<file path="config.mk">
export PLATFORM = sky130hd
export DESIGN_NAME = led_pattern_scheduler
export DESIGN_NICKNAME = d
export VERILOG_FILES = /design/src/rtl/led_pattern_scheduler.sv
export SDC_FILE = /design/constraint.sdc
export NUM_CORES = 1
export LEC_CHECK = 0
export BUFFER_PORTS_ARGS = -buffer_cell sky130_fd_sc_hd__buf_2
export CAP_MARGIN = 20
export CORE_MARGIN = 3
export CORE_UTILIZATION = 53
export CTS_CLUSTER_DIAMETER = 50
export DETAILED_ROUTE_END_ITERATION = 6
export HOLD_SLACK_MARGIN = 0.06
export MAX_ROUTING_LAYER = met4
export PLACE_DENSITY_LB_ADDON = 0.1
export SYNTH_ARGS = -nofsm -noshare
export SYNTH_HDL_FRONTEND = slang
export SYNTH_SLANG_ARGS = --single-unit
</file>
<file path="constraint.sdc">
create_clock -name clock -period 2 [get_ports clock]
set_input_delay 0.2 -clock clock [delete_from_list [all_inputs] [get_ports clock]]
set_output_delay 0.2 -clock clock [all_outputs]
set_load 0.02 [all_outputs]
</file>
<file path="src/rtl/led_pattern_scheduler.sv">
// Playlist controller for the LED pattern engine: generates step_en ticks and
// load pulses while walking a four-entry mode playlist.
module led_pattern_scheduler #(
    parameter int unsigned W_DIV          = 22,
    parameter int unsigned STEPS_PER_MODE = 16,
    parameter logic [7:0]  PLAYLIST       = 8'b11_10_01_00
) (
    input  logic       clock,
    input  logic       reset,
    input  logic       run,
    input  logic       step_btn,
    input  logic       skip_btn,
    input  logic [1:0] speed,
    output logic       step_en,
    output logic       load,
    output logic [1:0] mode,
    output logic [1:0] entry,
    output logic [7:0] step_cnt,
    output logic [1:0] state
);

    typedef enum logic [1:0] {
        StLoad  = 2'b00,
        StRun   = 2'b01,
        StPause = 2'b10
    } state_e;

    localparam logic [W_DIV-1:0] DivOne   = 1;
    localparam logic [7:0]       LastStep = 8'(STEPS_PER_MODE - 1);

    state_e           state_q;
    logic [1:0]       entry_q;
    logic [1:0]       mode_q;
    logic [7:0]       step_cnt_q;
    logic [W_DIV-1:0] div_cnt;
    logic             step_en_q;

    logic run_q1, run_q2;
    logic step_q1, step_q2, step_prev;
    logic skip_q1, skip_q2, skip_prev;

    logic             run_s;
    logic             step_edge;
    logic             skip_edge;
    logic [W_DIV-1:0] tap_max;
    logic             div_done;
    logic             last_step;
    logic             tick;
    logic [1:0]       entry_nxt;

    always_ff @(posedge clock) begin
        if (reset) begin
            run_q1    <= 1'b0;
            run_q2    <= 1'b0;
            step_q1   <= 1'b0;
            step_q2   <= 1'b0;
            step_prev <= 1'b0;
            skip_q1   <= 1'b0;
            skip_q2   <= 1'b0;
            skip_prev <= 1'b0;
        end else begin
            run_q1    <= run;
            run_q2    <= run_q1;
            step_q1   <= step_btn;
            step_q2   <= step_q1;
            step_prev <= step_q2;
            skip_q1   <= skip_btn;
            skip_q2   <= skip_q1;
            skip_prev <= skip_q2;
        end
    end

    assign run_s     = run_q2;
    assign step_edge = step_q2 & ~step_prev;
    assign skip_edge = skip_q2 & ~skip_prev;

    // P-1 = 2^(W_DIV-speed)-1; >= keeps a speed increase from overrunning the count
    assign tap_max   = {W_DIV{1'b1}} >> speed;
    assign div_done  = div_cnt >= tap_max;
    assign last_step = step_cnt_q >= LastStep;
    assign tick      = ((state_q == StRun) && div_done) || ((state_q == StPause) && step_edge);
    assign entry_nxt = entry_q + 2'd1;

    always_ff @(posedge clock) begin
        if (reset) begin
            state_q    <= StLoad;
            entry_q    <= 2'd0;
            mode_q     <= PLAYLIST[1:0];
            step_cnt_q <= 8'd0;
            div_cnt    <= '0;
            step_en_q  <= 1'b0;
        end else begin
            step_en_q <= 1'b0;
            case (state_q)
                StLoad: begin
                    div_cnt <= '0;
                    state_q <= run_s ? StRun : StPause;
                end
                StRun, StPause: begin
                    if (skip_edge || (tick && last_step)) begin
                        entry_q    <= entry_nxt;
                        mode_q     <= PLAYLIST[{entry_nxt, 1'b0} +: 2];
                        step_cnt_q <= 8'd0;
                        div_cnt    <= '0;
                        state_q    <= StLoad;
                    end else begin
                        if (tick) begin
                            step_en_q  <= 1'b1;
                            step_cnt_q <= step_cnt_q + 8'd1;
                        end
                        if (state_q == StRun) begin
                            // divider holds on the edge that leaves RUN
                            if (div_done) begin
                                div_cnt <= '0;
                            end else if (run_s) begin
                                div_cnt <= div_cnt + DivOne;
                            end
                            if (!run_s) begin
                                state_q <= StPause;
                            end
                        end else if (run_s) begin
                            state_q <= StRun;
                        end
                    end
                end
                default: state_q <= StLoad;
            endcase
        end
    end

    assign step_en  = step_en_q;
    assign load     = (state_q == StLoad);
    assign mode     = mode_q;
    assign entry    = entry_q;
    assign step_cnt = step_cnt_q;
    assign state    = state_q;

endmodule

</file>
After elaboration in Yosys (flattened, before gate mapping) --
Cells that the tools add are included. W data, S select, Z words.
Word-level totals: output and inout port bits 16, register bits 45
Operators by class: bitwise operators 5, multiplexer cells 14, $lt $le $gt $ge 2, equality and inequality tests 6, add/sub/neg operators 3, reduce and logical (&&, ||, !) cells 14, shift-type cells 2
Operators with widths (count):
- $mux W22 | 4
- $pmux W22 S2 | 1
- $add A22 B1 Y22 const B | 1
- $ge A22 B22 Y1 | 1
- $shr A22 B2 Y22 const A | 1
- $mux W8 | 2
- $ne A4 B4 Y1 const B | 3
- $mux W2 | 5
- $add A8 B1 Y8 const B | 1
- $ge A8 B4 Y1 const B | 1
- $shiftx A8 B4 Y2 const A | 1
- $reduce_and A2 Y1 | 3
- $pmux W2 S2 | 1
- $reduce_bool A2 Y1 | 2
- $logic_and A1 B1 Y1 | 3
- $ne A3 B3 Y1 const B | 1
- $not A1 Y1 | 3
- $reduce_and A3 Y1 | 1
- $reduce_or A3 Y1 | 1
- $add A2 B1 Y2 const B | 1
- $and A1 B1 Y1 | 2
- $eq A2 B1 Y1 const B | 1
- $eq A2 B2 Y1 const B | 1
- $logic_not A2 Y1 | 1
- other kinds (3) | 4

Logic depth before layout (Yosys ltp) --
word-level depth 8, mapped depth 9

Least setup slack after synthesis --
OpenSTA, ideal clock, no wires.
kind input-to-reg, from in speed[0], to reg state_q[0] (netlist: state[0]), slack -0.095 ns, arrival time 1.974 ns, library setup time 0.121 ns, buffers on the path 0, data required time 1.879 ns, stages 8, cells stage by stage or2_2 -> ha_1 -> nand4_1 -> nor4_4 -> a21o_4 -> a21oi_1 -> o21ai_1 -> mux2_2
On the way: longest elaborated chain between the ends 8
Ends and longest elaborated chain:
- from (decl) | line 13 | input logic [1:0] speed,
- $shr A22 B2 Y22 * | line 78 | assign tap_max = {W_DIV{1'b1}} >> speed;
- $ge A22 B22 Y1 * | line 79 | assign div_done = div_cnt >= tap_max;
- $logic_and A1 B1 Y1 * | line 81 | assign tick = ((state_q == StRun) && div_done) || ((state_q == StPause) && step_edge);
- $logic_or A1 B1 Y1 * | line 81
- $logic_and A1 B1 Y1 * | line 100 | if (skip_edge || (tick && last_step)) begin
- $logic_or A1 B1 Y1 * | line 100
- $ne A4 B4 Y1 (no line) / $mux W2 (equally long branches)
- $reduce_and A2 Y1 (no line) / $pmux W2 S2 (equally long branches)
- to (signal assigned) | line 97 | state_q <= run_s ? StRun : StPause;
- to (signal assigned) | line 105 | state_q <= StLoad;
- to (signal assigned) | line 119 | state_q <= StPause;
- to (decl) | line 31 | state_e state_q;
Every way passes the cells marked *; elsewhere a longest branch is shown, timed or not. A chain may end at the register's enable or synchronous reset.

Worst setup path after layout --
from reg div_cnt[21], to reg div_cnt[0]
On the way: longest elaborated chain between the ends 7
Ends and longest elaborated chain:
- from (decl) | line 35 | logic [W_DIV-1:0] div_cnt;
- from (signal assigned) | line 116 | div_cnt <= div_cnt + DivOne;
- $ge A22 B22 Y1 * | line 79
- $logic_and A1 B1 Y1 | line 81
- $logic_or A1 B1 Y1 | line 81
- $logic_and A1 B1 Y1 | line 100
- $logic_or A1 B1 Y1 | line 100
- $ne A4 B4 Y1 (no line) (tied with other cells)
- $reduce_and A3 Y1 (no line) / $pmux W22 S2 (equally long branches)
Every way passes the cells marked *; elsewhere a longest branch is shown, timed or not. The select of a mux whose other input is x is not followed.

==> impl_metrics.json <==
{
  "outcome": "finished with violations",
  "violations": "negative setup slack",
  "fin_crit_sh": 1.05,
  "wl_per_cell_um": 16.0,
  "drt_wl_total_um": 6400,
  "setup_viol": 24,
  "worstPathArrival_ns": 2.29,
  "fill_cells": 313,
  "synth_edf_count": 0,
  "cts-htree-levels": 2,
  "synthCells": 279,
  "drc_errors": 0,
  "antenna_cells": 0,
  "crit_path_cell_trace": "ha_4 -> nand4_1 -> nor4_4 -> buf_4 -> o2bb2ai_4 -> nor4_4 -> buf_12 -> mux2_4",
  "grtUsageTotal": 0.241,
  "rsz0062_at_grt": "yes",
  "crit_type": "reg2reg",
  "rows": 24,
  "io-pin-count": 23,
  "worstHoldStart": "run",
  "r2r_start": "div_cnt[21]",
  "cts.clk_slew.worst_paths_ns": 0.09,
  "synth-main-ff-cell": "dfxtp_1",
  "endpoint_kind": "register",
  "grt_pass1_vias": 2171,
  "syn2layout_area_growth_pct": 35.6,
  "cts-root-buf": "clkbuf_8",
  "path_common_cell": "nor4_4",
  "grt_start_max_net_pins": 17,
  "die_y_um": 73.7,
  "cts_made_buffers": 5,
  "dp_hpwl_um": 4430,
  "drtIter0Drc": 175,
  "viasPerCell": 5.91,
  "cp_max_fo": 10,
  "vias": 2369,
  "yosysSeqAreaShare": 0.354,
  "max_cap_violations": 0,
  "cp-start-kind": "register",
  "period_minus_slack_ns": 2.09,
  "initial_core_util": 0.555,
  "leakage_nw": 1.32,
  "crit_required_ns": 2.20,
  "syn-cell-area_mm2": 0.00243,
  "nets": 364,
  "drive_gt1_frac": 0.393,
  "max_freq_mhz": 478,
  "fin_worst_skew_ns": 0.00600,
  "clk_latency_ns": 0.30,
  "overflow": 0,
  "maxSlewViolCount": 0,
  "hold_buffers": 0,
  "hold_class": "in2reg",
  "hold_viol": 0,
  "rrSetupSlack_ns": -0.09,
  "synth_fp_nets": 295,
  "dieWidth_um": 73.7,
  "setup_tns_ns": -0.843,
  "ant_nets": 0,
  "worstSetupStartpoint": "div_cnt[21]",
  "grt_pass1_wl_um": 9910,
  "clockBufferDepth": 2,
  "core_region_area_mm2": 0.00438,
  "synth-seq-cells": 43,
  "yosysWarnings": 0,
  "utilization": 0.753,
  "cts_num_sinks": 43,
  "avgSynthCellArea_um2": 8.72,
  "cts_tree": "done",
  "maxSlewHeadroom": 0.725,
  "setup_slack_ns": -0.0929,
  "max-vdd-ir-drop_uv": 514,
  "timing.hold.ws_ns": 0.105,
  "cp_slowest_stage_delay_ns": 0.37,
  "critical-path-slowest-cell": "nor4_4",
  "power.density_mw_per_mm2": 769,
  "portBuffers": 22,
  "die_area_mm2": 0.00544,
  "grt_antenna_before_repair": 0,
  "first_pass_iters": 4,
  "ys_types": 60,
  "async_flop_share": 0,
  "gp_congestion": 0.858,
  "worst_pin_slew_ns": 0.413
}
-- repair_timing --
action | in CTS | in global routing
setup buffers | 1 | 8
setup endpoints to repair | 22 | 30
pin swaps | 3 | 21
gates resized for setup | 7 | 40
gates cloned | 0 | 1
-- critical path: cells and delay by family, from the launching register on --
kind | cells | cell delay [ns]
AOI/OAI and AO/OA | 1 | 0.16
adders and majority gates | 1 | 0.27
and+or+nand+nor | 3 | 0.58
buffers and inverters | 2 | 0.37
muxes | 1 | 0.25
DFF | 1 | 0.36
-- routing by layer --
layer | track usage | wire length (um)
met1 | 0.293 | 2670
met2 | 0.397 | 3280
met3 | 0.0465 | 286
met4 | 0.0805 | 159
met5 | - | 0
-- stage by stage --
| step | worst slack [ns] | power (mW) | area (um^2) | cells |
|---|---|---|---|---|
| 3_5_place_dp | -0.193 | 1.56 | 2900 | 385 |
| 5_1_grt | -0.171 | 2.65 | 3300 | 401 |
| 4_1_cts | -0.0206 | 2.39 | 3070 | 394 |
| 3_3_place_gp | -0.153 | 1.55 | 2900 | 385 |
| 2_1_floorplan | 0.00641 | 1.35 | 2450 | 279 |
| 6_report | -0.0929 | 2.54 | 3300 | 401 |
-- sequential cells by signal, indices dropped and copies added, names as in the netlist, 2 cells and up --
name      count
step_cnt      8
entry         2
state         2
div_cnt      22
-- final timing paths --
kind	endpoint	cells after the start
setup / recovery	div_cnt[0]	8
hold / removal	run_q1	2
setup reg to reg	div_cnt[0]	8
hold reg to reg	run_q2	1
-- cells in the mapped netlist, drive strengths merged, types with 4 or more instances --
cell,number,area share
dfxtp,43,0.35
nand2,27,0.043
a21oi,25,0.051
nor2,18,0.029
nor3,16,0.042
nand3,15,0.036
o21ai,12,0.029
buf,9,0.029
ha,9,0.046
nor2b,8,0.021
and3,7,0.018
inv,7,0.011
mux2i,7,0.029
nand4,7,0.021
a31oi,5,0.013
clkbuf,5,0.0077
nor4,5,0.034
a211oi,4,0.014
a21o,4,0.015
and4,4,0.014
mux2,4,0.019
nand3b,4,0.012
-- cell usage in the layout (no fill, tap or decap), types with 3 or more instances in the layout --
master and instances:
buf_4 45, dfxtp_1 38, nand2_1 26, buf_2 23, nor2_1 17, a21oi_1 15, nand3_1 13, a21oi_2 10
nor2b_1 8, inv_1 7, nor3_1 7, mux2i_1 7, ha_1 7, nand4_1 6, o21ai_1 6, and3_1 6
buf_6 6, a31oi_1 5, nor3_2 5, clkbuf_8 5, nand3b_1 4, nor3_4 4, and4_1 4, dfxtp_2 4
nand2b_1 3, nor4_4 3, a21o_1 3, mux2_4 3, o21ai_0 3
-- cell families after synthesis --
group	synth area share
buffers and inverters	0.0489
muxes	0.0473
xor gates and xnor gates	0.00720
and+or+nand+nor	0.310
DFF	0.354
AOI/OAI and AO/OA	0.186
adders and majority gates	0.0463
-- final cells by class --
cell class | count | area (um^2) | area share
Clock inverter | 3 | 67.6 | 0.0205
Inverter | 8 | 30.0 | 0.00910
Timing Repair Buffer | 76 | 561 | 0.170
Sequential cell | 43 | 870 | 0.264
Multi-Input combinational cell | 214 | 1640 | 0.496
Tap cell | 52 | 65.1 | 0.0197
Clock buffer | 5 | 68.8 | 0.0209
-- power breakdown --
group,leakage (nW),total (mW),switching (mW),internal [mW]
registers,0.351,0.896,0.0194,0.876
clock network,0.0644,0.808,0.311,0.498
logic,0.906,0.834,0.461,0.373
Note: power is estimated with default switching activity, not from simulation.
